## src/rtl/pc_fetch_seq_pkg.sv

```systemverilog
// ---------------------------------------------------------------------------
// pc_fetch_seq_pkg
// Shared definitions for the fetch-stage PC sequencer:
//   DEFAULT_RESET_VECTOR : PC loaded on reset unless overridden
//   WORD_BYTES           : sequential PC increment (one 32-bit instruction)
//   fetch_state_e        : fetch FSM states IDLE / FETCH / SQUASH
//   npc_sel_e            : next-PC source SEQ / BR / JMP
// ---------------------------------------------------------------------------
package pc_fetch_seq_pkg;

    localparam logic [31:0] DEFAULT_RESET_VECTOR = 32'h0000_0000;
    localparam int          WORD_BYTES           = 4;

    typedef enum logic [1:0] {
        IDLE   = 2'd0,
        FETCH  = 2'd1,
        SQUASH = 2'd2
    } fetch_state_e;

    typedef enum logic [1:0] {
        SEQ = 2'd0,
        BR  = 2'd1,
        JMP = 2'd2
    } npc_sel_e;

endpackage

```

## src/rtl/pc_fetch_seq_if.sv

```systemverilog
// ---------------------------------------------------------------------------
// pc_fetch_seq_if
// Instruction-memory fetch handshake between the PC sequencer and imem.
//   req   : fetch request, held high until ack
//   addr  : fetch address (AW bits)
//   ack   : fetch complete, rdata valid this cycle
//   rdata : fetched 32-bit instruction
// Modports: master (sequencer side), slave (memory side).
// ---------------------------------------------------------------------------
interface pc_fetch_seq_if #(
    parameter int AW = 32
) ();

    logic          req;
    logic [AW-1:0] addr;
    logic          ack;
    logic [31:0]   rdata;

    modport master (
        output req,
        output addr,
        input  ack,
        input  rdata
    );

    modport slave (
        input  req,
        input  addr,
        output ack,
        output rdata
    );

endinterface

```

## src/rtl/pc_fetch_seq_calc.sv

```systemverilog
// ---------------------------------------------------------------------------
// pc_fetch_seq_calc
// Combinational redirect-target calculator for the fetch stage.
//   instr_pc   in  AW  PC of the instruction currently in decode
//   redir      in  1   redirect strobe from decode
//   redir_jump in  1   1 = jump, 0 = conditional branch
//   br_taken   in  1   branch outcome (don't-care for jumps)
//   br_imm     in  16  signed branch offset in words
//   j_idx      in  26  jump instruction index
//   target     out AW  redirect target address
//   sel        out 2   next-PC source (SEQ when no redirect is taken)
// ---------------------------------------------------------------------------
module pc_fetch_seq_calc
    import pc_fetch_seq_pkg::*;
#(
    parameter int AW = 32
) (
    input  logic [AW-1:0] instr_pc,
    input  logic          redir,
    input  logic          redir_jump,
    input  logic          br_taken,
    input  logic [15:0]   br_imm,
    input  logic [25:0]   j_idx,
    output logic [AW-1:0] target,
    output npc_sel_e      sel
);

    logic [AW-1:0] pcp4;
    logic [AW-1:0] br_off;

    // Both target kinds are relative to the instruction after the one in
    // decode; the branch offset is a word count, so it is sign-extended and
    // scaled to bytes before the add (wraps modulo 2^AW).
    assign pcp4   = instr_pc + AW'(WORD_BYTES);
    assign br_off = {{(AW-18){br_imm[15]}}, br_imm, 2'b00};

    // Jump wins over branch so br_taken never matters for a jump; a branch
    // that is not taken leaves sel at SEQ, which the top reads as "no
    // redirect" and simply ignores the strobe.
    always_comb begin
        sel    = SEQ;
        target = pcp4;
        if (redir) begin
            if (redir_jump) begin
                sel    = JMP;
                target = {pcp4[AW-1:28], j_idx, 2'b00};
            end else if (br_taken) begin
                sel    = BR;
                target = pcp4 + br_off;
            end
        end
    end

endmodule

```

## src/rtl/pc_fetch_seq.sv

```systemverilog
// ---------------------------------------------------------------------------
// pc_fetch_seq
// Program-counter sequencer for the fetch stage. Holds the PC, issues fetches
// to instruction memory over a req/ack handshake and hands fetched
// instructions to the IF/ID register. Decode redirects (jump / taken branch)
// squash the wrong-path fetch.
//   clk           in  1   rising-edge clock
//   reset         in  1   asynchronous active-high reset
//   stall_i       in  1   no new fetch is started while high
//   redir_i       in  1   one-cycle redirect strobe from decode
//   redir_jump_i  in  1   1 = jump, 0 = conditional branch
//   br_taken_i    in  1   branch outcome
//   br_imm_i      in  16  signed branch offset in words
//   j_idx_i       in  26  jump index
//   imem          if      master side of pc_fetch_seq_if (req/addr/ack/rdata)
//   instr_o       out 32  instruction to IF/ID
//   instr_pc_o    out AW  PC of instr_o
//   instr_valid_o out 1   one-cycle strobe, instr_o/instr_pc_o valid
//   pc_o          out AW  current PC
// Build option: define BRANCH_DELAY_SLOT_EN to deliver the fetch following a
// redirect as a delay slot instead of squashing it (SQUASH state unused).
// ---------------------------------------------------------------------------
module pc_fetch_seq
    import pc_fetch_seq_pkg::*;
#(
    parameter int          AW           = 32,
    parameter logic [AW-1:0] RESET_VECTOR = AW'(DEFAULT_RESET_VECTOR)
) (
    input  logic              clk,
    input  logic              reset,
    input  logic              stall_i,
    input  logic              redir_i,
    input  logic              redir_jump_i,
    input  logic              br_taken_i,
    input  logic [15:0]       br_imm_i,
    input  logic [25:0]       j_idx_i,
    pc_fetch_seq_if.master    imem,
    output logic [31:0]       instr_o,
    output logic [AW-1:0]     instr_pc_o,
    output logic              instr_valid_o,
    output logic [AW-1:0]     pc_o
);

    fetch_state_e  state, state_nxt;
    logic [AW-1:0] pc, pc_nxt;
    logic          outstanding, outstanding_nxt;
    logic [31:0]   instr_nxt;
    logic [AW-1:0] instr_pc_nxt;
    logic          instr_valid_nxt;
    logic          req;
    logic          redirect;
    logic [AW-1:0] target;
    npc_sel_e      sel;
`ifdef BRANCH_DELAY_SLOT_EN
    logic          pend_vld, pend_vld_nxt;
    logic [AW-1:0] pend_pc, pend_pc_nxt;
`else
    logic [AW-1:0] sq_target, sq_target_nxt;
`endif

    pc_fetch_seq_calc #(
        .AW (AW)
    ) u_calc (
        .instr_pc   (instr_pc_o),
        .redir      (redir_i),
        .redir_jump (redir_jump_i),
        .br_taken   (br_taken_i),
        .br_imm     (br_imm_i),
        .j_idx      (j_idx_i),
        .target     (target),
        .sel        (sel)
    );

    assign redirect  = (sel != SEQ);
    assign imem.req  = req;
    assign imem.addr = pc;
    assign pc_o      = pc;

    // State and output registers. Because req is decoded from the state,
    // asserting reset drops it immediately and any late ack lands in IDLE.
    always_ff @(posedge clk or posedge reset) begin
        if (reset) begin
            state         <= IDLE;
            pc            <= RESET_VECTOR;
            outstanding   <= 1'b0;
            instr_o       <= '0;
            instr_pc_o    <= '0;
            instr_valid_o <= 1'b0;
`ifdef BRANCH_DELAY_SLOT_EN
            pend_vld      <= 1'b0;
            pend_pc       <= '0;
`else
            sq_target     <= '0;
`endif
        end else begin
            state         <= state_nxt;
            pc            <= pc_nxt;
            outstanding   <= outstanding_nxt;
            instr_o       <= instr_nxt;
            instr_pc_o    <= instr_pc_nxt;
            instr_valid_o <= instr_valid_nxt;
`ifdef BRANCH_DELAY_SLOT_EN
            pend_vld      <= pend_vld_nxt;
            pend_pc       <= pend_pc_nxt;
`else
            sq_target     <= sq_target_nxt;
`endif
        end
    end

    // Next-state / output logic. A request, once raised, is kept up through
    // 'outstanding' until acked, so stall only prevents starting new fetches.
    // The PC (and therefore addr) only moves on an ack or when no request is
    // in flight, keeping the address stable for the whole handshake.
    always_comb begin
        state_nxt       = state;
        pc_nxt          = pc;
        outstanding_nxt = outstanding;
        instr_nxt       = instr_o;
        instr_pc_nxt    = instr_pc_o;
        instr_valid_nxt = 1'b0;
        req             = 1'b0;
`ifdef BRANCH_DELAY_SLOT_EN
        pend_vld_nxt    = pend_vld;
        pend_pc_nxt     = pend_pc;
`else
        sq_target_nxt   = sq_target;
`endif
        case (state)
            IDLE: begin
                state_nxt = FETCH;
            end
            FETCH: begin
                req = !stall_i || outstanding;
`ifdef BRANCH_DELAY_SLOT_EN
                // The fetch completing after a redirect is the delay slot: it
                // is always delivered, and the pending target then replaces
                // the sequential PC.
                if (req && imem.ack) begin
                    instr_nxt       = imem.rdata;
                    instr_pc_nxt    = pc;
                    instr_valid_nxt = 1'b1;
                    outstanding_nxt = 1'b0;
                    pend_vld_nxt    = 1'b0;
                    if (redirect) begin
                        pc_nxt = target;
                    end else if (pend_vld) begin
                        pc_nxt = pend_pc;
                    end else begin
                        pc_nxt = pc + AW'(WORD_BYTES);
                    end
                end else begin
                    outstanding_nxt = req;
                    if (redirect) begin
                        pend_vld_nxt = 1'b1;
                        pend_pc_nxt  = target;
                    end
                end
`else
                // A redirect makes the current fetch wrong-path: drop it if
                // it completes now, or park the target and wait out the
                // in-flight request in SQUASH.
                if (redirect) begin
                    if (req && !imem.ack) begin
                        sq_target_nxt   = target;
                        state_nxt       = SQUASH;
                        outstanding_nxt = 1'b1;
                    end else begin
                        pc_nxt          = target;
                        outstanding_nxt = 1'b0;
                    end
                end else if (req && imem.ack) begin
                    instr_nxt       = imem.rdata;
                    instr_pc_nxt    = pc;
                    instr_valid_nxt = 1'b1;
                    pc_nxt          = pc + AW'(WORD_BYTES);
                    outstanding_nxt = 1'b0;
                end else begin
                    outstanding_nxt = req;
                end
`endif
            end
`ifndef BRANCH_DELAY_SLOT_EN
            SQUASH: begin
                // The wrong-path request must still finish its handshake;
                // its data is thrown away. A newer redirect overrides the
                // parked target.
                req = 1'b1;
                if (imem.ack) begin
                    pc_nxt          = redirect ? target : sq_target;
                    state_nxt       = FETCH;
                    outstanding_nxt = 1'b0;
                end else if (redirect) begin
                    sq_target_nxt = target;
                end
            end
`endif
            default: begin
                state_nxt = IDLE;
            end
        endcase
    end

endmodule

```

## src/flat_wrapper.sv

```systemverilog
// flat-port wrapper written by rule: the top's interface ports become plain ports
module pc_fetch_seq_flat import pc_fetch_seq_pkg::*;
#(
    parameter int          AW           = 32,
    parameter logic [AW-1:0] RESET_VECTOR = AW'(DEFAULT_RESET_VECTOR)
)
  (clk, reset, stall_i, redir_i, redir_jump_i, br_taken_i, br_imm_i, j_idx_i, instr_o, instr_pc_o, instr_valid_o, pc_o, imem_req, imem_addr, imem_ack, imem_rdata);
  pc_fetch_seq_if #(.AW(AW)) imem_i ();
  input  logic clk;
  input  logic reset;
  input  logic stall_i;
  input  logic redir_i;
  input  logic redir_jump_i;
  input  logic br_taken_i;
  input  logic [15:0] br_imm_i;
  input  logic [25:0] j_idx_i;
  output logic [31:0] instr_o;
  output logic [AW-1:0] instr_pc_o;
  output logic instr_valid_o;
  output logic [AW-1:0] pc_o;
  output wire logic [$bits(imem_i.req)-1:0] imem_req;
  output wire logic [$bits(imem_i.addr)-1:0] imem_addr;
  input wire logic [$bits(imem_i.ack)-1:0] imem_ack;
  input wire logic [$bits(imem_i.rdata)-1:0] imem_rdata;
  assign imem_req = imem_i.req;
  assign imem_addr = imem_i.addr;
  assign imem_i.ack = imem_ack;
  assign imem_i.rdata = imem_rdata;
  pc_fetch_seq #(.AW(AW), .RESET_VECTOR(RESET_VECTOR)) u_core (.clk(clk), .reset(reset), .stall_i(stall_i), .redir_i(redir_i), .redir_jump_i(redir_jump_i), .br_taken_i(br_taken_i), .br_imm_i(br_imm_i), .j_idx_i(j_idx_i), .imem(imem_i), .instr_o(instr_o), .instr_pc_o(instr_pc_o), .instr_valid_o(instr_valid_o), .pc_o(pc_o));
endmodule
```

## config.mk

```make
export PLATFORM = sky130hd
export DESIGN_NAME = pc_fetch_seq_flat
export DESIGN_NICKNAME = d
export VERILOG_FILES = /design/src/rtl/pc_fetch_seq_pkg.sv /design/src/rtl/pc_fetch_seq_if.sv /design/src/rtl/pc_fetch_seq_calc.sv /design/src/rtl/pc_fetch_seq.sv /design/src/flat_wrapper.sv
export SDC_FILE = /design/constraint.sdc
export NUM_CORES = 1
export LEC_CHECK = 0
export ABC_CLOCK_PERIOD_IN_PS = 15500
export BUFFER_PORTS_ARGS = -buffer_cell sky130_fd_sc_hd__buf_2
export CAP_MARGIN = 15
export CORE_ASPECT_RATIO = 1.2
export CORE_MARGIN = 2
export CORE_UTILIZATION = 50
export DETAILED_ROUTE_END_ITERATION = 10
export HOLD_SLACK_MARGIN = 0.03
export PLACE_DENSITY = 0.72
export SETUP_SLACK_MARGIN = 0.2
export SKIP_LAST_GASP = 1
export SYNTH_ARGS = -nofsm -noshare
export SYNTH_HDL_FRONTEND = slang
export SYNTH_SLANG_ARGS = --single-unit
```

## constraint.sdc

```tcl
create_clock -name clk -period 15.5 [get_ports clk]
set_clock_uncertainty 0.2 [all_clocks]
set_input_delay 3.875 -clock clk [delete_from_list [all_inputs] [get_ports clk]]
set_output_delay 3.875 -clock clk [all_outputs]
set_load 0.02 [all_outputs]
```

==> run summary <==
Row count: 54
Post-Syn Nets: 1152
# port buffers: 210
Final Max Tran Viols: 0
Number of antenna violations at the first check in global routing: 0
Inst Count DP: 1390
DRT Pass-1 Iters: 6
#FFs+latches synth: 132
Number of remaining DRC errors: 0
Worst setup SP type: input port
Max_slew headroom: 0.318
Total grt overflow: 0
Vias in the first global route: 8036
Drt via density: 5.93
Core area: 18000 um^2
Vias: 8427
Synth-to-Final Area Change: 17.1%
Max Cap Viol: 0
Initial drt markers: 630
EDFF count, synth: 0
Max Freq: 117 MHz
WL per Instance: 19.7 um
Worst R2R Path Depth: 14
CTS tree: yes
Crit path required time: 11430 ps
Clock sink count: 132
Yosys Warn Count: 0
Finished Layout Cells: 1422
Status: finished clean
Synth cell types: 70
Die Area: 19300 um^2
Resized cells post-CTS: 0
Hold depth: 2
Post-DP HPWL: 20600 um
Chip Width: 127 um
Crit Path Max Fanout: 3
PwrDens: 235 nW/um^2
Hold Path Class: reg -> reg
Total length of routed wires: 28000 um
Average size of a mapped cell: 8.83 um^2
Ports: 211
Setup TNS: 0 ps
Clk_lat worst skew: 430 ps
Register Area: 3300 um^2
Commonest register cell after synthesis: dfrtp_1
CP Capture Type: output port
Worst Max-Slew Pin Slew: 1020 ps
Pin count of the biggest net entering global routing: 74
Global-route wire length before repair: 42700 um
Diodes inserted: 0
Post-Synthesis Cell Area: 9080 um^2
Fin nets: 1308
Share of cells above drive strength 1: 0.280
Routed Antenna Nets: 0
Initial Util: 0.505
Clk slew on worst S/H paths: 50 ps
Final worst path period need: 8560 ps
Post-CTS Setup Inserts: 0
Period utilisation layout: 0.552
CTS buffer count: 17
Hold buffer count at CTS: 0
Peak supply drop: 0.147 mV
Chip height: 152 um
Final hold violations: 0
Htree depth: 4
Root Buffer: clkbuf_16
Crit Path Class: in -> out
Post-Syn Instances: 1029
Register area share after synthesis: 0.364
RSZ-0062 raised after global routing: no
CP arrival: 4480 ps
Max Root-Sink Buffers: 2
P_leak: 0.00490 uW
Final setup viols: 0
Overall Global Routing Usage: 0.287
Gp weighted congestion: 0.927
Share of flip-flops with an asynchronous set or reset: 1.00
Area of the multi-input gates: 5230 um^2
Fillers: 1640
[area by class of cell]
cell class	instances	area share
Inverter	26	0.00965
Timing Repair Buffer	220	0.106
Multi-Input combinational cell	788	0.492
Sequential cell	132	0.311
Clock inverter	8	0.00929
Clock buffer	24	0.0462
Tap cell	224	0.0263
[placed cells by master (no fill, tap or decap), types with 5 or more instances in the layout]
cell type	instances
buf_2	210
mux2_2	65
and3_1	10
mux2i_1	5
nor2_1	75
nand4_1	13
ha_1	40
clkbuf_16	17
dfrtp_1	132
a21oi_1	62
o21a_1	7
o211ai_1	7
nand3_1	36
xor2_1	30
o21ai_0	74
a222oi_1	7
or3_1	8
o31ai_1	9
buf_4	10
nand2_1	135
nor3_1	14
o22ai_1	12
nand2b_1	7
a21o_1	17
xnor2_1	38
nor2b_1	7
a31oi_1	15
inv_1	24
a21boi_0	5
o221ai_1	7
a211oi_1	5
a32oi_1	5
[critical path: stages]
cell	delay, ps
buf_2	100
nand2b_1	90
a21oi_1	190
nor2b_1	70
buf_2	160
[metrics by stage]
| stage | utilization | total power, uW | worst slack [ps] | cell area, um^2 | hold slack, ps |
|---|---|---|---|---|---|
| floorplan | - | 1700 | 7050 | 9080 | 243 |
| global placement | 0.559 | 2060 | 6960 | 10000 | 257 |
| detailed placement | 0.559 | 2090 | 6940 | 10000 | 267 |
| CTS | 0.592 | 2500 | 6940 | 10600 | 279 |
| global route | 0.592 | 2670 | 6850 | 10600 | 308 |
| finish | 0.592 | 2500 | 6940 | 10600 | 274 |
[power by group]
part | internal (uW) | switching, uW | leakage (uW)
Sequential | 514 | 194 | 0.00160
Clock | 253 | 148 | 0.000286
Combinational | 535 | 857 | 0.00302
[Yosys cell counts, types with 4 or more instances]
cell type    n  area share
a31oi_1     15       0.010
and3_1      10      0.0069
nand2_1    135       0.056
and2_1       4      0.0028
a21boi_0     5      0.0041
nand2b_1     7      0.0048
nor2b_1      7      0.0048
nand3_1     36       0.020
xnor2_1     38       0.037
dfrtp_1    132        0.36
inv_1       25       0.010
o211ai_1     7      0.0058
nor2_1      76       0.031
nor3_1      15      0.0083
a211oi_1     5      0.0041
o31ai_1      9      0.0074
o21a_1       7      0.0058
a222oi_1     7      0.0077
or3_1        8      0.0055
ha_1        41       0.056
buf_4       32       0.026
o22a_1       4      0.0039
o22ai_1     12      0.0083
a21oi_1     62       0.034
and4_1       4      0.0039
clkbuf_1    42       0.017
mux2i_1      5      0.0055
mux2_2      65       0.081
xor2_1      30       0.029
a32oi_1      5      0.0048
nand4_1     13      0.0090
o21ai_0     74       0.041
o21bai_1     4      0.0033
o221ai_1     7      0.0067
nor4_1       4      0.0028
a21o_1      17       0.014
[cell families (layout without fill, tap and decap cells)]
group,after synthesis,after routing,synth area share
simple gates,327,327,0.163
xor+xnor,68,68,0.0656
fa+ha+maj,42,42,0.0587
flops,132,132,0.364
buf+inv,109,278,0.0614
mux,70,70,0.0861
compound gates,281,281,0.202
[worst paths after layout]
check / startpoint / to / slack, ps
max: stall_i / imem_req / 6940
min: u_core.sq_target[31]$_DFFE_PP0P_ / u_core.sq_target[31]$_DFFE_PP0P_ / 270
max reg2reg: u_core.instr_pc_o[4]$_DFFE_PP0P_ / u_core.imem.addr[31]$_DFFE_PP0P_ / 10630
min reg2reg: u_core.sq_target[31]$_DFFE_PP0P_ / u_core.sq_target[31]$_DFFE_PP0P_ / 270
max in group asynchronous: reset / u_core.instr_pc_o[8]$_DFFE_PP0P_ / 10430
min in group asynchronous: reset / u_core.instr_o[6]$_DFFE_PP0P_ / 3330
[sequential cells by signal, indices dropped and copies added, names as in the netlist]
name	flops
u_core.instr_pc_o	32
u_core.instr_valid_o	1
u_core.imem.addr	32
u_core.state	2
u_core.sq_target	32
u_core.instr_o	32
u_core.outstanding	1
[metal layers]
layer	vias up	part of all wire	track usage
met1	3998	0.38	0.340
met2	359	0.50	0.501
met3	71	0.065	0.0516
li1	3999	-	-
met5	-	0	0
met4	0	0.050	0.149
Power figures use the tool's default switching activity.
